==> src/rtl/hazard_stall_controller.sv <==
// Decode-stage hazard detection and stall sequencing for the five-stage pipeline.
// Drives PC/IF-ID write enables, ID/EX bubbles and IF/ID flush, with saturating debug counters.
module hazard_stall_controller #(
  parameter int STAT_W = 16
) (
  input  logic              clk,
  input  logic              reset,
  input  logic [4:0]        idRs,
  input  logic [4:0]        idRt,
  input  logic              idUsesRs,
  input  logic              idUsesRt,
  input  logic              idIsBranch,
  input  logic              idFlushRequest,
  input  logic              exRegWrite,
  input  logic              exMemRead,
  input  logic [4:0]        exWriteRegister,
  input  logic              memRegWrite,
  input  logic              memMemRead,
  input  logic [4:0]        memWriteRegister,
  input  logic              freeze,
  output logic              pcWrite,
  output logic              ifIdWrite,
  output logic              idExBubble,
  output logic              ifIdFlush,
  output logic              stallActive,
  output logic [STAT_W-1:0] stallCycles,
  output logic [STAT_W-1:0] flushCount
);

  typedef enum logic [0:0] {
    ST_RUN   = 1'b0,
    ST_STALL = 1'b1
  } state_t;

  localparam logic [STAT_W-1:0] STAT_MAX = {STAT_W{1'b1}};
  localparam logic [STAT_W-1:0] STAT_ONE = {{(STAT_W-1){1'b0}}, 1'b1};

  state_t      r_state;
  state_t      w_next_state;
  logic        r_rem;
  logic        w_next_rem;
  logic [1:0]  w_need;
  logic        w_ex_hit;
  logic        w_mem_hit;
  logic [STAT_W-1:0] r_stall_cycles;
  logic [STAT_W-1:0] r_flush_count;
  logic        w_unused;

  // Register $0 is hardwired to zero, so it can never carry a dependency.
  function automatic logic reg_match(input logic [4:0] a, input logic [4:0] d);
    return (a == d) && (d != 5'd0);
  endfunction

  function automatic logic id_reads(input logic [4:0] d);
    return (idUsesRs && reg_match(idRs, d)) || (idUsesRt && reg_match(idRt, d));
  endfunction

  // A MEM-stage ALU result is always forwardable, so memRegWrite alone never stalls.
  assign w_unused  = memRegWrite;
  assign w_ex_hit  = id_reads(exWriteRegister);
  assign w_mem_hit = id_reads(memWriteRegister);

  always_comb begin
    w_need = 2'd0;
    if (exMemRead && w_ex_hit) begin
      w_need = idIsBranch ? 2'd2 : 2'd1;
    end else if (idIsBranch && exRegWrite && w_ex_hit) begin
      w_need = 2'd1;
    end else if (idIsBranch && memMemRead && w_mem_hit) begin
      w_need = 2'd1;
    end else begin
      w_need = 2'd0;
    end
  end

  always_comb begin
    w_next_state = r_state;
    w_next_rem   = r_rem;
    pcWrite      = 1'b1;
    ifIdWrite    = 1'b1;
    idExBubble   = 1'b0;
    stallActive  = 1'b0;
    if (reset) begin
      pcWrite      = 1'b0;
      ifIdWrite    = 1'b0;
      idExBubble   = 1'b1;
      w_next_state = ST_RUN;
      w_next_rem   = 1'b0;
    end else if (freeze) begin
      // Front end holds completely; state and rem are preserved.
      pcWrite    = 1'b0;
      ifIdWrite  = 1'b0;
      idExBubble = 1'b0;
    end else begin
      case (r_state)
        ST_RUN: begin
          if (w_need != 2'd0) begin
            pcWrite     = 1'b0;
            ifIdWrite   = 1'b0;
            idExBubble  = 1'b1;
            stallActive = 1'b1;
            if (w_need == 2'd2) begin
              w_next_state = ST_STALL;
              w_next_rem   = 1'b1;
            end else begin
              w_next_state = ST_RUN;
            end
          end else begin
            w_next_state = ST_RUN;
          end
        end
        ST_STALL: begin
          pcWrite     = 1'b0;
          ifIdWrite   = 1'b0;
          idExBubble  = 1'b1;
          stallActive = 1'b1;
          if (r_rem) begin
            w_next_state = ST_RUN;
            w_next_rem   = 1'b0;
          end else begin
            w_next_state = ST_RUN;
          end
        end
        default: begin
          w_next_state = ST_RUN;
          w_next_rem   = 1'b0;
        end
      endcase
    end
  end

  // Branch decisions taken with stale operands are dropped while stalling.
  assign ifIdFlush = idFlushRequest && !stallActive && !freeze && !reset;

  always_ff @(posedge clk or posedge reset) begin
    if (reset) begin
      r_state <= ST_RUN;
      r_rem   <= 1'b0;
    end else begin
      r_state <= w_next_state;
      r_rem   <= w_next_rem;
    end
  end

  always_ff @(posedge clk or posedge reset) begin
    if (reset) begin
      r_stall_cycles <= '0;
      r_flush_count  <= '0;
    end else begin
      if (stallActive && !freeze && (r_stall_cycles != STAT_MAX)) begin
        r_stall_cycles <= r_stall_cycles + STAT_ONE;
      end else begin
        r_stall_cycles <= r_stall_cycles;
      end
      if (ifIdFlush && (r_flush_count != STAT_MAX)) begin
        r_flush_count <= r_flush_count + STAT_ONE;
      end else begin
        r_flush_count <= r_flush_count;
      end
    end
  end

  assign stallCycles = r_stall_cycles;
  assign flushCount  = r_flush_count;

endmodule

==> config.mk <==
export PLATFORM = sky130hd
export DESIGN_NAME = hazard_stall_controller
export DESIGN_NICKNAME = d
export VERILOG_FILES = /design/src/rtl/hazard_stall_controller.sv
export SDC_FILE = /design/constraint.sdc
export NUM_CORES = 1
export LEC_CHECK = 0
export CORE_MARGIN = 5
export CORE_UTILIZATION = 50
export DETAILED_ROUTE_END_ITERATION = 8
export GPL_ROUTABILITY_DRIVEN = 0
export HOLD_SLACK_MARGIN = 0.03
export PLACE_DENSITY = 0.87
export SYNTH_ARGS = -nofsm -noshare
export SYNTH_HDL_FRONTEND = slang
export SYNTH_SLANG_ARGS = --single-unit
==> constraint.sdc <==
create_clock -name clk -period 5.25 [get_ports clk]
set_input_delay 1.3125 -clock clk [delete_from_list [all_inputs] [get_ports clk]]
set_output_delay 1.3125 -clock clk [all_outputs]
set_load 0.02 [all_outputs]
==> Yosys cells after proc, flatten, opt, wreduce, memory -nomap -nowiden <==
Index checks and enable logic that the tools add are counted.
{ "word_totals": {"ff_bits": 33, "latchBits": 0, "ramBits": 0, "romBits": 0, "input_bits": 31, "memories": 0} }
{ "classes": {"n_addsub": 2, "mul": 0, "div_mod_pow": 0, "magnitude_cmp": 0, "n_eq_ne": 8, "shifts": 0, "muxes": 18, "bitwise": 1, "n_reduce_logical": 27} }
{ "op_table": {"columns": ["cell", "n"], "rows": [
  ["16-bit by 1-bit adder with 16-bit output (second input constant)", 2],
  ["16-bit != test (second input constant)", 2],
  ["5-bit equality test", 4],
  ["1-bit logical AND", 19],
  ["1-bit 2-to-1 mux", 13],
  ["5-bit nonzero test", 2],
  ["1-bit case mux with 2 select lines", 3],
  ["2-bit 2-to-1 mux", 2],
  ["1-bit logical NOT", 3],
  ["2-bit equality test (second input constant)", 1],
  ["1-bit logical OR", 2],
  ["2-bit != test (second input constant)", 1],
  ["2-bit nonzero test", 1],
  ["1-bit NOT", 1]
]} }

==> Depth between registers and ports, before layout <==
Gate-level depths: netlist of run 1.
{ "depth": {"depth_word": 18, "ltp_mapped": 7, "ltp_nobuf": 7} }

==> Least setup slack after synthesis of run 1 <==
OpenSTA, ideal clock, no wires.
{ "synth_path": {"kind": "input-to-output", "start": "input port idRs[1]", "end": "output port idExBubble", "t_arrival_ns": 2.767, "required_time_ns": 3.938, "path_slack_ns": 1.170, "path_stages": 7, "path_buffers": 1, "cell_sequence": "xnor2_1 -> nand4_1 -> o22ai_1 -> a41oi_2 -> buf_2 -> and2_1 -> o21ai_0"} }
{ "synth_via": {"elab_chain_cells": 13} }
{ "synth_rtl": {"columns": ["element", "line_no", "source"], "rows": [
  ["start: declaration", "8", "input logic [4:0] idRs,"],
  ["5-bit equality test", "51", "return (a == d) && (d != 5'd0);"],
  ["1-bit logical AND", "51", null],
  ["1-bit logical AND", "55", "return (idUsesRs && reg_match(idRs, d)) || (idUsesRt && reg_match(idRt, d));"],
  ["1-bit logical OR", "55", null],
  ["1-bit logical AND", "69", "end else if (idIsBranch && memMemRead && w_mem_hit) begin"],
  ["1-bit 2-to-1 mux", "69", null],
  ["1-bit 2-to-1 mux", "67", "end else if (idIsBranch && exRegWrite && w_ex_hit) begin"],
  ["2-bit 2-to-1 mux *", "65", "if (exMemRead && w_ex_hit) begin"],
  ["2-bit nonzero test *", "97", "if (w_need != 2'd0) begin"],
  ["1-bit 2-to-1 mux *", "97", null],
  ["1-bit case mux with 2 select lines *", "95", "case (r_state)"],
  ["1-bit 2-to-1 mux *", "89", "end else if (freeze) begin"],
  ["1-bit 2-to-1 mux *", "83", "if (reset) begin"],
  ["end: declaration", "23", "output logic idExBubble,"]
]} }
Every way passes the cells marked *; elsewhere a longest branch is shown, timed or not.

==> Final worst setup path of run 1 <==
{ "layout_path": {"start": "input port exWriteRegister[2]", "end": "output port ifIdFlush"} }
{ "layout_via": {"elab_chain_cells": 16} }
{ "layout_rtl": {"columns": ["element", "line_no", "source"], "rows": [
  ["start: declaration", "16", "input logic [4:0] exWriteRegister,"],
  ["5-bit equality test / 5-bit nonzero test (equally long branches)", "51", null],
  ["1-bit logical AND", "51", null],
  ["1-bit logical AND", "55", null],
  ["1-bit logical OR *", "55", null],
  ["1-bit logical AND", "67", null],
  ["1-bit 2-to-1 mux", "67", null],
  ["2-bit 2-to-1 mux *", "65", null],
  ["2-bit nonzero test *", "97", null],
  ["1-bit 2-to-1 mux *", "97", null],
  ["1-bit case mux with 2 select lines *", "95", null],
  ["1-bit 2-to-1 mux *", "89", null],
  ["1-bit 2-to-1 mux *", "83", null],
  ["1-bit logical NOT *", "133", "assign ifIdFlush = idFlushRequest && !stallActive && !freeze && !reset;"],
  ["1-bit logical AND * (3 in series)", "133", null],
  ["end: declaration", "24", "output logic ifIdFlush,"]
]} }
Marked as above.

==> summary.md, run 1 <==
| Metric | Value |
|---|---|
| Worst-skew pair later-pin latency | `0.28 ns` |
| Die height | `75.4 um` |
| GRT overflow | `0` |
| Crit Path Category | `in2out` |
| RSZ-0062 raised after global routing | `no` |
| Synthesized netlist cell count | `between 200 and 250` |
| Io pins | `68` |
| Outcome | `completed` |
| Overall Global Routing Usage | `between 20% and 30%` |
| Ys flop type | `dfrtp_1` |
| Synth area leader | `dfrtp_1` |
| Crit path required time | `3.94 ns` |
| Max FO, Critical Path | `3` |
| Total Nets Final | `311` |
| Pin count of the biggest net entering global routing | `34` |
| Antenna-violating nets left | `0` |
| Yosys reg bits | `33` |
| Share of layout cells above drive strength 1 | `10.8%` |
| Fin Clk Skew | `0.00237 ns` |
| Max_slew headroom | `69.2%` |
| Yosys warning count | `0` |
| Static leakage | `1.17 nW` |
| Crit path arrival time | `3.57 ns` |
| Vias in the first global route | `around 1900` |
| Final setup violating endpoints | `0` |
| 1st-iter DRT viols | `67` |
| Asr flop ratio synth | `100%` |
| Max_cap viols | `0` |
| P per Cell Area | `232 mW/mm^2` |
| Count of pins over their slew limit | `0` |
| CTS tree | `done` |
| Final wirelength | `5430 um` |
| First-pass detailed-route iteration total | `4` |
| Via density | `around 5.7` |
| Die width | `approximately 75 um` |
| Hold buffers post-CTS | `0` |
| Resized Gates After CTS | `0` |
| Seq/Total Area, Yosys | `between 30 and 40%` |
| Sink Count | `33` |
| Post-synth EDFFs | `0` |
| Layout area overhead | `36.4%` |
| Mean post-synth cell area | `10.2 um^2` |
| Final Hold Viols | `0` |
| Netlist cell types | `40` |
| Startpoint types | `primary input` |
| Setup bufs post-CTS | `0` |
| DP Worst Slack | `0.357 ns` |
| Tightest Hold Check Type | `reg2reg` |
| Slack of the critical path | `0.364 ns` |
| FMAX | `0.205 GHz` |
| Remaining DRCs | `0` |
| Post-detail-place hpwl | `4000 um` |
| Clock Path Buffers | `2` |
| CTS root buffer | `clkbuf_8` |
| Routed WL per cell | `16.5 um` |
| Dominant cells by area after synthesis | `dfrtp_1, xnor2_1, xor2_1, nand3_1, nand4_1` |
| Mapped Area | `roughly 0.0021 mm^2` |
| Fillers | `between 300 and 400` |
| Crit path time final | `about 5 ns` |
| Post-synthesis net count | `243` |
| Vias | `approximately 1900` |
| Cell Rows | `23` |
| Die area | `between 0.005 and 0.006 mm^2` |
| # diodes | `0` |
| Total negative slack | `0 ns` |
| Synth top area share | `38.6%` |
| Worst setup EP type | `output pin` |
| Fin Hold WS | `0.492 ns` |
| Slew @ Worst Pin | `about 0.46 ns` |
| IO Port Bufs | `66` |
| Num CTS Buffers | `5` |
| Final Cycle Share | `between 90 and 100%` |
| Max VDD drop | `0.000217 V` |
| Final Non-Filler Cells | `329` |
| Inst Count DP | `321` |
| Starting density of the core | `52.4%` |
| Total core area | `0.00409 mm^2` |
| H-tree levels | `2` |
| Initial antenna violation count | `0` |
| First-pass GRT wire length | `8920 um` |
| Clock transition at path regs | `0.06 ns` |
[Yosys cell counts, types with 3 or more instances]
library cell,instances
nand4_1,15
nor3_1,9
and3_1,8
nand3_1,21
a21oi_1,10
a211oi_2,5
nand2_1,12
buf_4,3
inv_1,3
xor2_1,14
xnor2_1,36
dfrtp_1,33
nand3_2,3
nor2_1,4
[routing by layer]
layer	up-vias	global-route usage (%)	share of wire (%)
li1	904	-	-
met1	888	26.9	43
met2	71	33.3	47
met3	7	4.88	9.0
met4	0	5.63	1.5
met5	-	0	0
[worst paths after layout]
| path | startpoint | end | slack, ns | cells past startpoint |
|---|---|---|---|---|
| setup / recovery | exWriteRegister[2] | ifIdFlush | 0.36 | 6 |
| hold / removal | stallCycles[13] | stallCycles[13] | 0.49 | 1 |
| setup reg to reg | stallCycles[0] | stallCycles[13] | 3.11 | 7 |
| hold reg to reg | stallCycles[13] | stallCycles[13] | 0.49 | 1 |
| max in group asynchronous | reset | flushCount[1] | 3.41 | 3 |
| min in group asynchronous | reset | stallCycles[3] | 1.54 | 3 |
[layout make-up]
class	count	area [um^2]	share of cell area (%)
Multi-Input combinational cell	165	1250	42.8
Sequential cell	33	826	28.3
Timing Repair Buffer	70	691	23.7
Clock buffer	8	80.1	2.74
Tap cell	50	62.6	2.14
Inverter	3	11.3	0.386
[flip-flops by register name, indices dropped and copies added, names as in the netlist]
register and flops:
flushCount 16, stallCycles 16, r_state 1
[logic make-up after synthesis]
kind of cell / after synthesis / synth area share [%]
simple gates: 85 / 23.5
buf+inv: 12 / 3.10
compound gates: 26 / 12.2
fa+ha+maj: 2 / 1.17
xor+xnor: 50 / 20.5
flops: 33 / 38.6
mux: 2 / 1.05
[cells in the final DEF, fill, tap and decap left out, drive strengths merged, types with 2 or more instances in the layout]
cell and instances:
dfrtp 33, a21oi 10, o22ai 2, and4 4, and3 10, clkdlybuf4s50 66
nor2 4, xnor2 36, and2 2, inv 3, xor2 14, buf 4
nand2 13, mux2 2, clkbuf 8, nor3 9, nand3 24, ha 2
nand4 16, a211oi 6
[through the flow]
stage / utilization [%] / total power, W / area, um^2
final: 71.4 / 0.000678 / 2920
after global routing: 71.4 / 0.000716 / 2920
after CTS: 71.4 / 0.000685 / 2920
after detailed placement: 69.5 / 0.000503 / 2840
after global placement: 69.5 / 0.000498 / 2840
after floorplan: - / 0.000407 / 2140
[power by group]
group	total, W	switching [W]	internal [W]
Clock	0.000181	0.0000868	0.0000941
Combinational	0.000183	0.0000877	0.0000951
Sequential	0.000315	0.0000391	0.000276
Total	0.000678	0.000214	0.000465
[critical path, cell delays in order]
cell	delay, ns
clkdlybuf4s50_1	0.50
or4_4	0.59
o211ai_4	0.21
and2_1	0.19
and3_1	0.16
clkdlybuf4s50_1	0.62
Power figures use the tool's default switching activity.
==> run 2: changes to the inputs <==
CTS_CLUSTER_SIZE = 40   (was not set)
TNS_END_PERCENT = 10   (was not set)
==> results of run 2 <==
Same layout as run 1: the final DEF is identical, and so are final timing and power.
==> run 3: changes to the inputs <==
SKIP_CTS_REPAIR_TIMING = 1   (was not set)
==> results of run 3 <==
Same layout as run 1: the final DEF is identical, and so are final timing and power.
